### src/rtl/dmem_access_if.sv
// rtl/dmem_access_if.sv - data memory bus between the M-stage access unit and memory
interface dmem_access_if;
    logic        bus_req;
    logic        bus_we;
    logic [31:0] bus_addr;
    logic [31:0] bus_wdata;
    logic [3:0]  bus_wstrb;
    logic        bus_ack;
    logic [31:0] bus_rdata;

    modport master (
        output bus_req,
        output bus_we,
        output bus_addr,
        output bus_wdata,
        output bus_wstrb,
        input  bus_ack,
        input  bus_rdata
    );

    modport slave (
        input  bus_req,
        input  bus_we,
        input  bus_addr,
        input  bus_wdata,
        input  bus_wstrb,
        output bus_ack,
        output bus_rdata
    );
endinterface

### src/rtl/dmem_access.sv
// rtl/dmem_access.sv - M-stage data memory access unit with MEM/WB register; DMEM_TIMEOUT_EN adds a bus timeout
module dmem_access #(
    parameter int TIMEOUT_CYCLES = 16
) (
    input  logic          clk,
    input  logic          reset,
    input  logic [31:0]   ALUResultM,
    input  logic [31:0]   WriteDataM,
    input  logic [31:0]   PCplus4M,
    input  logic [4:0]    RdM,
    input  logic          ValidM,
    input  logic          RegWriteM,
    input  logic          MemReadM,
    input  logic          MemWriteM,
    input  logic [2:0]    Funct3M,
    input  logic [1:0]    ResultSrcM,
    output logic          StallM,
    dmem_access_if.master bus,
    output logic [31:0]   ResultW,
    output logic [4:0]    RdW,
    output logic          RegWriteW,
    output logic          ValidW,
    output logic          MisalignW,
    output logic          BusErrW
);

    typedef enum logic {
        S_IDLE = 1'b0,
        S_WAIT = 1'b1
    } state_t;

    state_t state;
    state_t state_next;

    logic        memop;
    logic        misaligned;
    logic        misalign_flag;
    logic        start;
    logic        timeout_hit;

    logic        launch;
    logic        complete;
    logic        abort;
    logic        req;

    logic [31:0] addr_q;
    logic [31:0] wdata_q;
    logic        we_q;
    logic [3:0]  wstrb_q;
    logic [2:0]  funct3_q;
    logic [1:0]  lane_q;

    logic [31:0] store_wdata;
    logic [3:0]  store_wstrb;
    logic [31:0] lane_data;
    logic [31:0] load_data;
    logic [31:0] result_m;

    assign memop         = ValidM & (MemReadM | MemWriteM);
    assign misaligned    = ((Funct3M[1:0] == 2'b01) & ALUResultM[0]) |
                           ((Funct3M[1:0] == 2'b10) & (ALUResultM[1:0] != 2'b00));
    assign misalign_flag = memop & misaligned;
    assign start         = memop & ~misaligned;

`ifdef DMEM_TIMEOUT_EN
    localparam int CNT_W = $clog2(TIMEOUT_CYCLES + 1);

    logic [CNT_W-1:0] wait_cnt;

    // Count consecutive WAIT cycles that have not been acknowledged
    always_ff @(posedge clk) begin
        if (reset) begin
            wait_cnt <= '0;
        end else if ((state == S_WAIT) && !bus.bus_ack && !timeout_hit) begin
            wait_cnt <= wait_cnt + 1'b1;
        end else begin
            wait_cnt <= '0;
        end
    end

    // The last permitted WAIT cycle without an ack aborts; an ack in that cycle still wins
    assign timeout_hit = (state == S_WAIT) & ~bus.bus_ack &
                         (wait_cnt == CNT_W'(TIMEOUT_CYCLES - 1));
`else
    assign timeout_hit = 1'b0;
`endif

    // State register
    always_ff @(posedge clk) begin
        if (reset) begin
            state <= S_IDLE;
        end else begin
            state <= state_next;
        end
    end

    // Next-state logic: IDLE launches aligned accesses, WAIT ends on ack or timeout
    always_comb begin
        state_next = state;
        case (state)
            S_IDLE:  if (start) state_next = S_WAIT;
            S_WAIT:  if (bus.bus_ack || timeout_hit) state_next = S_IDLE;
            default: state_next = S_IDLE;
        endcase
    end

    // FSM outputs: stall while an access is pending, ack/rdata only matter in WAIT
    always_comb begin
        launch   = 1'b0;
        complete = 1'b0;
        abort    = 1'b0;
        req      = 1'b0;
        StallM   = 1'b0;
        case (state)
            S_IDLE: begin
                launch = start;
                StallM = start;
            end
            S_WAIT: begin
                req      = 1'b1;
                complete = bus.bus_ack;
                abort    = timeout_hit;
                StallM   = ~(bus.bus_ack | timeout_hit);
            end
            default: ;
        endcase
        if (reset) begin
            launch   = 1'b0;
            complete = 1'b0;
            abort    = 1'b0;
            StallM   = 1'b0;
        end
    end

    // Store lane formatting: replicate narrow data across lanes, strobe picks the lane
    always_comb begin
        store_wdata = WriteDataM;
        store_wstrb = 4'b1111;
        case (Funct3M[1:0])
            2'b00: begin
                store_wdata = {4{WriteDataM[7:0]}};
                store_wstrb = 4'b0001 << ALUResultM[1:0];
            end
            2'b01: begin
                store_wdata = {2{WriteDataM[15:0]}};
                store_wstrb = 4'b0011 << ALUResultM[1:0];
            end
            default: ;
        endcase
        if (!MemWriteM) begin
            store_wstrb = 4'b0000;
        end
    end

    // Bus request fields are captured at launch and held for the whole WAIT period
    always_ff @(posedge clk) begin
        if (reset) begin
            addr_q   <= '0;
            wdata_q  <= '0;
            we_q     <= 1'b0;
            wstrb_q  <= '0;
            funct3_q <= '0;
            lane_q   <= '0;
        end else if (launch) begin
            addr_q   <= {ALUResultM[31:2], 2'b00};
            wdata_q  <= store_wdata;
            we_q     <= MemWriteM;
            wstrb_q  <= store_wstrb;
            funct3_q <= Funct3M;
            lane_q   <= ALUResultM[1:0];
        end
    end

    assign bus.bus_req   = req;
    assign bus.bus_we    = we_q;
    assign bus.bus_addr  = addr_q;
    assign bus.bus_wdata = wdata_q;
    assign bus.bus_wstrb = wstrb_q;

    // Load extraction: shift the addressed lane down, then sign- or zero-extend
    always_comb begin
        lane_data = bus.bus_rdata >> {lane_q, 3'b000};
        load_data = lane_data;
        case (funct3_q)
            3'b000:  load_data = {{24{lane_data[7]}}, lane_data[7:0]};
            3'b001:  load_data = {{16{lane_data[15]}}, lane_data[15:0]};
            3'b100:  load_data = {24'h000000, lane_data[7:0]};
            3'b101:  load_data = {16'h0000, lane_data[15:0]};
            default: load_data = lane_data;
        endcase
    end

    // Writeback source select; load data is only taken on the acknowledged cycle
    always_comb begin
        result_m = ALUResultM;
        case (ResultSrcM)
            2'b01:   result_m = complete ? load_data : 32'h0000_0000;
            2'b10:   result_m = PCplus4M;
            default: result_m = ALUResultM;
        endcase
    end

    // MEM/WB register: bubble while stalled, otherwise take the M-stage instruction
    always_ff @(posedge clk) begin
        if (reset) begin
            ResultW   <= '0;
            RdW       <= '0;
            RegWriteW <= 1'b0;
            ValidW    <= 1'b0;
            MisalignW <= 1'b0;
            BusErrW   <= 1'b0;
        end else if (StallM) begin
            RegWriteW <= 1'b0;
            ValidW    <= 1'b0;
            MisalignW <= 1'b0;
            BusErrW   <= 1'b0;
        end else begin
            ResultW   <= result_m;
            RdW       <= RdM;
            RegWriteW <= RegWriteM & ValidM & ~misalign_flag & ~abort;
            ValidW    <= ValidM;
            MisalignW <= misalign_flag;
            BusErrW   <= abort;
        end
    end

endmodule

### src/flat_wrapper.sv
// flat-port wrapper written by rule: the top's interface ports become plain ports
module dmem_access_flat 
#(
    parameter int TIMEOUT_CYCLES = 16
)
  (clk, reset, ALUResultM, WriteDataM, PCplus4M, RdM, ValidM, RegWriteM, MemReadM, MemWriteM, Funct3M, ResultSrcM, StallM, ResultW, RdW, RegWriteW, ValidW, MisalignW, BusErrW, bus_bus_req, bus_bus_we, bus_bus_addr, bus_bus_wdata, bus_bus_wstrb, bus_bus_ack, bus_bus_rdata);
  dmem_access_if bus_i ();
  input  logic clk;
  input  logic reset;
  input  logic [31:0] ALUResultM;
  input  logic [31:0] WriteDataM;
  input  logic [31:0] PCplus4M;
  input  logic [4:0] RdM;
  input  logic ValidM;
  input  logic RegWriteM;
  input  logic MemReadM;
  input  logic MemWriteM;
  input  logic [2:0] Funct3M;
  input  logic [1:0] ResultSrcM;
  output logic StallM;
  output logic [31:0] ResultW;
  output logic [4:0] RdW;
  output logic RegWriteW;
  output logic ValidW;
  output logic MisalignW;
  output logic BusErrW;
  output wire logic [$bits(bus_i.bus_req)-1:0] bus_bus_req;
  output wire logic [$bits(bus_i.bus_we)-1:0] bus_bus_we;
  output wire logic [$bits(bus_i.bus_addr)-1:0] bus_bus_addr;
  output wire logic [$bits(bus_i.bus_wdata)-1:0] bus_bus_wdata;
  output wire logic [$bits(bus_i.bus_wstrb)-1:0] bus_bus_wstrb;
  input wire logic [$bits(bus_i.bus_ack)-1:0] bus_bus_ack;
  input wire logic [$bits(bus_i.bus_rdata)-1:0] bus_bus_rdata;
  assign bus_bus_req = bus_i.bus_req;
  assign bus_bus_we = bus_i.bus_we;
  assign bus_bus_addr = bus_i.bus_addr;
  assign bus_bus_wdata = bus_i.bus_wdata;
  assign bus_bus_wstrb = bus_i.bus_wstrb;
  assign bus_i.bus_ack = bus_bus_ack;
  assign bus_i.bus_rdata = bus_bus_rdata;
  dmem_access #(.TIMEOUT_CYCLES(TIMEOUT_CYCLES)) u_core (.clk(clk), .reset(reset), .ALUResultM(ALUResultM), .WriteDataM(WriteDataM), .PCplus4M(PCplus4M), .RdM(RdM), .ValidM(ValidM), .RegWriteM(RegWriteM), .MemReadM(MemReadM), .MemWriteM(MemWriteM), .Funct3M(Funct3M), .ResultSrcM(ResultSrcM), .StallM(StallM), .bus(bus_i), .ResultW(ResultW), .RdW(RdW), .RegWriteW(RegWriteW), .ValidW(ValidW), .MisalignW(MisalignW), .BusErrW(BusErrW));
endmodule
### config.mk
export PLATFORM = sky130hd
export DESIGN_NAME = dmem_access_flat
export DESIGN_NICKNAME = d
export VERILOG_FILES = /design/src/rtl/dmem_access_if.sv /design/src/rtl/dmem_access.sv /design/src/flat_wrapper.sv
export SDC_FILE = /design/constraint.sdc
export NUM_CORES = 1
export LEC_CHECK = 0
export CAP_MARGIN = 20
export CELL_PAD_IN_SITES_DETAIL_PLACEMENT = 0
export CELL_PAD_IN_SITES_GLOBAL_PLACEMENT = 1
export CORE_MARGIN = 3
export CORE_UTILIZATION = 31
export CTS_CLUSTER_SIZE = 24
export DETAILED_ROUTE_END_ITERATION = 16
export PLACE_DENSITY_LB_ADDON = 0.08
export SKIP_LAST_GASP = 1
export SLEW_MARGIN = 10
export SYNTH_ARGS = -nofsm -noshare
export SYNTH_HDL_FRONTEND = slang
export SYNTH_SLANG_ARGS = --single-unit
export TNS_END_PERCENT = 100
### constraint.sdc
create_clock -name clk -period 5.3 [get_ports clk]
set_input_delay 0.795 -clock clk [delete_from_list [all_inputs] [get_ports clk]]
set_output_delay 0.795 -clock clk [all_outputs]
set_load 0.01 [all_outputs]
# Word level (Yosys, flattened, before mapping)
# Index checks and enable logic that the tools add are counted.
[op_classes]
bitwise_logic = 13
reduce_logical = 4
n_eq_ne = 7
shifts = 3
muxes = 16
[ops]
columns = ["op", "n"]
rows = [
  ["$pmux W32 S2", 2],
  ["$pmux W32 S4", 1],
  ["$mux W32", 1],
  ["$shr A32 B5 Y32", 1],
  ["$mux W1", 8],
  ["$pmux W4 S2", 1],
  ["$and A1 B1 Y1", 7],
  ["$eq A3 B3 Y1 const B", 2],
  ["$eq A2 B1 Y1 const B", 2],
  ["$eq A2 B2 Y1 const B", 2],
  ["$mux W4", 1],
  ["$not A1 Y1", 4],
  ["$pmux W1 S2", 2],
  ["$shl A1 B2 Y4 const A", 1],
  ["$shl A2 B2 Y4 const A", 1],
  ["$eq A3 B1 Y1 const B", 1],
  ["$logic_not A3 Y1", 1],
  ["$logic_not A2 Y1", 1],
  ["$or A1 B1 Y1", 2],
  ["$reduce_bool A2 Y1", 1],
  ["$reduce_or A2 Y1", 1],
]
[word_totals]
in_bits = 145
elab_cells = 55
output_inout_bits = 112
regBits = 113

# Logic depth before layout (Yosys ltp)
[logic_depth]
word_depth = 8
depth_mapped = 8
depth_no_buf = 7

# Worst setup path before layout
# OpenSTA, ideal clock, no wires.
[synth_path]
path_type = "input to output"
start = "input Funct3M[0]"
end = "output StallM"
setup_slack_ps = 2632
t_required_ps = 4505
arrival_time_ps = 1873
path_stages = 5
n_path_buf = 2
cell_sequence = "clkbuf_1 > nand3b_1 > o2111ai_1 > a21oi_1 > clkbuf_1"
[synth_via]
elab_chain_cells = 7
elab_cells_between_ends = 9
classes_between = "eq/ne: 2; mux: 2; bitwise: 5"
[synth_rtl]
columns = ["element", "line", "rtl"]
rows = [
  ["from (decl)", "flat_wrapper.sv:18", "input logic [2:0] Funct3M;"],
  ["$eq A2 B1 Y1 / $eq A2 B2 Y1 (equally long branches)", "dmem_access.sv:60, dmem_access.sv:61", ""],
  ["$and A1 B1 Y1, on equally long branches", "dmem_access.sv:60, dmem_access.sv:61", ""],
  ["$or A1 B1 Y1 *", "dmem_access.sv:60", "assign misaligned = ((Funct3M[1:0] == 2'b01) & ALUResultM[0]) |"],
  ["$not A1 Y1 *", "dmem_access.sv:63", "assign start = memop & ~misaligned;"],
  ["$and A1 B1 Y1 *", "dmem_access.sv:63", ""],
  ["$pmux W1 S2 *", "dmem_access.sv:114", "case (state)"],
  ["$mux W1 *", "dmem_access.sv:127", "if (reset) begin"],
  ["to (decl)", "flat_wrapper.sv:20", "output logic StallM;"],
]
# Mark *: on every way between the ends. The rest lies on a longest branch, timed or not.

# Worst setup path in the final report
[layout_path]
start = "input ALUResultM[0]"
end = "output StallM"
[layout_via]
elab_chain_cells = 7
elab_cells_between_ends = 8
classes_between = "mux: 2; bitwise: 5; reduce/logical: 1"
[layout_rtl]
columns = ["element", "line", "rtl"]
rows = [
  ["from (decl)", "flat_wrapper.sv:10", "input logic [31:0] ALUResultM;"],
  ["$reduce_bool A2 Y1", "dmem_access.sv:61", "((Funct3M[1:0] == 2'b10) & (ALUResultM[1:0] != 2'b00));"],
  ["$and A1 B1 Y1", "dmem_access.sv:61", ""],
  ["$or A1 B1 Y1 *", "dmem_access.sv:60", ""],
  ["$not A1 Y1 *", "dmem_access.sv:63", ""],
  ["$and A1 B1 Y1 *", "dmem_access.sv:63", ""],
  ["$pmux W1 S2 *", "dmem_access.sv:114", ""],
  ["$mux W1 *", "dmem_access.sv:127", ""],
]
# Marked as above.

==> run metrics <==
largest area contributor in the netlist=dfxtp_1; Slowest-stage cell, CP=clkdlybuf4s50_1; CTS Sinks=113; fillers=1,654; register area share after synthesis=0.410; via count=5,873; nets@finish=1,082; P_leak=3.19 nW; Worst Setup End Kind=primary output; Ports=257; final wirelength=21.4 mm; worst-margin pin slew=1040 ps; clock buffer count from CTS=17; WHS=446 ps; yosys warns=0; Area growth, synth to finish=60.2%; largest net degree at the start of global routing=94; routed len/inst=18.2 um; minimum clock period=3730 ps; area occupied by multi-input gates=3010 sq um; max_cap viols=0; CTS tree=built; grt total ovfl=0; Slew headroom=0.307; Root Buffer=clkbuf_16; DIE AREA=19,500 sq um; Final Power=2.80 mW; die width=139 um; 1st-iter DRT viols=282; combinational fraction of design power=0.202; Syn Inst Count=716; IO buf count=253; mean area per synthesized cell=7.72 sq um; Max FO, Critical Path=22; core area=17,400 sq um; Detailed Place HPWL=15.4 mm; CTS Hold Bufs=0; Hold WC Path Type=flop to flop; Post-synth EDFFs=0; final period utilization=0.703; Post-CTS Setup Bufs=0; crit path cell chain=clkdlybuf4s50_1, o21ai_1, o2111ai_4, a21oi_2, buf_4, clkdlybuf4s50_1; worst skew pair latency=420 ps; number of cells on the worst reg-to-reg path=4; most used cell along the critical path=clkdlybuf4s50_1; peak supply drop=0.270 mV; initial antenna violation count=0; RSZ-0062 raised after global routing=no; H-Tree Depth=4; Hold Path Stages=2; pwr dens=316 nW/um^2; first-pass GRT wire length=33.3 mm; CTS resizes=0; Worst EP required=4510 ps; post-synthesis cell area=5520 sq um; status=completed; Synth top area share=0.410; distinct cell type count after synthesis=44; data arrival time of the critical path=2930 ps; crit start category=input port; FMAX=0.268 GHz; Final Wtd Congestion=0.802; Clock Path Buffers=2; Max Transition Viols Final=0; NetSw=0.720 mW; sequential power share=0.339; Sw Share=0.257; area post-placement=8180 sq um; final setup violation count=0; top_reg_cell synth=dfxtp_1; Design Area, Final=8850 sq um; # diodes=0; vias per cell=5.01; clock network power share=0.459; row cnt=48; Reg clk slew, reported paths=50 ps; vias in the first global route=5,910; Routed Antenna Nets=0; layout cells sized above 1=0.0580; Initial Utilization=0.318; P_int=2.08 mW; Seq. cell area=2260 sq um; synthesized flop and latch total=113; # DRC=0; top post-synthesis cells by area=dfxtp_1, nand2_1, mux2i_1; Setup TNS=0 ps; crit-path max cell delay=590 ps; FFs w/ async S/R, synth=0; total iterations of the first detailed-routing run=7; final hold violations=0; Tot GR Track Use=0.216; Die H=139 um; Crit Path Category=input port to primary output; clk_skew=7.14 ps
## worst paths after layout
check | from | end | slack, ps
worst max-delay path | ALUResultM[0] | StallM | 1570
worst min-delay path | u_core.ResultW[1] | u_core.ResultW[1] | 450
worst max register to register | u_core.lane_q[1] | u_core.ResultW[26] | 2550
worst min register to register | u_core.ResultW[1] | u_core.ResultW[1] | 450
## layout by cell type (no fill, tap or decap), types with 7 or more instances in the layout
cell | Yosys | routed
clkbuf_8 | 0 | 7
nor2_1 | 37 | 37
a211oi_1 | 11 | 11
dfxtp_1 | 113 | 113
nand2_1 | 186 | 186
a21oi_1 | 77 | 76
o22ai_1 | 18 | 18
clkdlybuf4s50_1 | 0 | 252
a311oi_1 | 8 | 8
nor2b_1 | 8 | 8
mux2i_1 | 49 | 49
clkbuf_16 | 0 | 17
a221oi_1 | 9 | 9
buf_4 | 3 | 8
o21ai_1 | 35 | 35
o21ai_0 | 52 | 52
a22oi_1 | 7 | 7
## registers in the layout, indices dropped and copies added, names as in the netlist, 2 cells and up
name / cells
u_core.RdW: 5
u_core.lane_q: 2
u_core.bus.bus_wdata: 32
u_core.bus.bus_wstrb: 4
u_core.ResultW: 32
u_core.funct3_q: 3
u_core.bus.bus_addr: 30
## kinds of logic (layout without fill, tap and decap cells)
| group | after synthesis | count (layout) | synth area share |
|---|---|---|---|
| buffers and inverters | 67 | 297 | 0.0530 |
| and+or+nand+nor | 246 | 246 | 0.182 |
| other | 1 | 3 | 0.000679 |
| adders and majority gates | 2 | 2 | 0.00453 |
| muxes | 56 | 56 | 0.107 |
| DFF | 113 | 113 | 0.410 |
| AOI/OAI and AO/OA | 231 | 231 | 0.243 |
## metrics by stage
| step | utilization | setup slack (ps) | instances |
|---|---|---|---|
| floorplan | - | 2630 | 718 |
| global placement | 0.470 | 1650 | 1140 |
| detailed placement | 0.471 | 1590 | 1141 |
| CTS | 0.510 | 1580 | 1173 |
| global route | 0.510 | 1470 | 1173 |
| finish | 0.510 | 1570 | 1173 |
## per-layer routing
metal | global-route usage | routed length [um] | part of all wire | vias to the layer above
met1 | 0.285 | 9500 | 0.44 | 2700
met4 | 0.0628 | 362 | 0.017 | 0
met2 | 0.336 | 9750 | 0.46 | 222
met5 | 0 | 0 | 0 | -
met3 | 0.0718 | 1770 | 0.083 | 19
li1 | - | - | - | 2932
## final cells by class
type                            count  share of cell area
Multi-Input combinational cell    538               0.341
Timing Repair Buffer              261               0.295
Sequential cell                   113               0.256
Clock buffer                       24              0.0589
Tap cell                          225              0.0318
Clock inverter                      8              0.0165
Inverter                            4             0.00170
## worst max-delay path: cells and delay by family
family	cells	cell delay, ps
AO/OA/AOI/OAI	3	700
buffers and inverters	3	1430
## synthesized netlist by cell type (2+ instances only)
cell type and n:
clkbuf_1 43, nand2_1 186, a211oi_1 11, nand2b_1 2, mux2i_1 49, buf_2 12
o21ai_1 35, buf_1 3, o21ai_0 52, o211ai_1 4, ha_1 2, a22oi_1 7
nand3b_1 2, a22o_1 5, a21oi_1 77, o22ai_1 18, inv_1 4, mux2_1 4
mux4_2 2, a311oi_1 8, buf_4 3, a221oi_1 9, buf_6 2, dfxtp_1 113
nor2b_1 8, nor2_1 37
## power by group through the flow
stage / clock (mW) / combinational, mW / sequential [mW]
6_report: 1.29 / 0.566 / 0.950
3_5_place_dp: 0 / 0.570 / 0.968
2_1_floorplan: 0 / 0.230 / 0.989
5_1_grt: 1.35 / 0.617 / 0.958
4_1_cts: 1.31 / 0.573 / 0.950
3_3_place_gp: 0 / 0.559 / 0.966
Power figures use the tool's default switching activity.
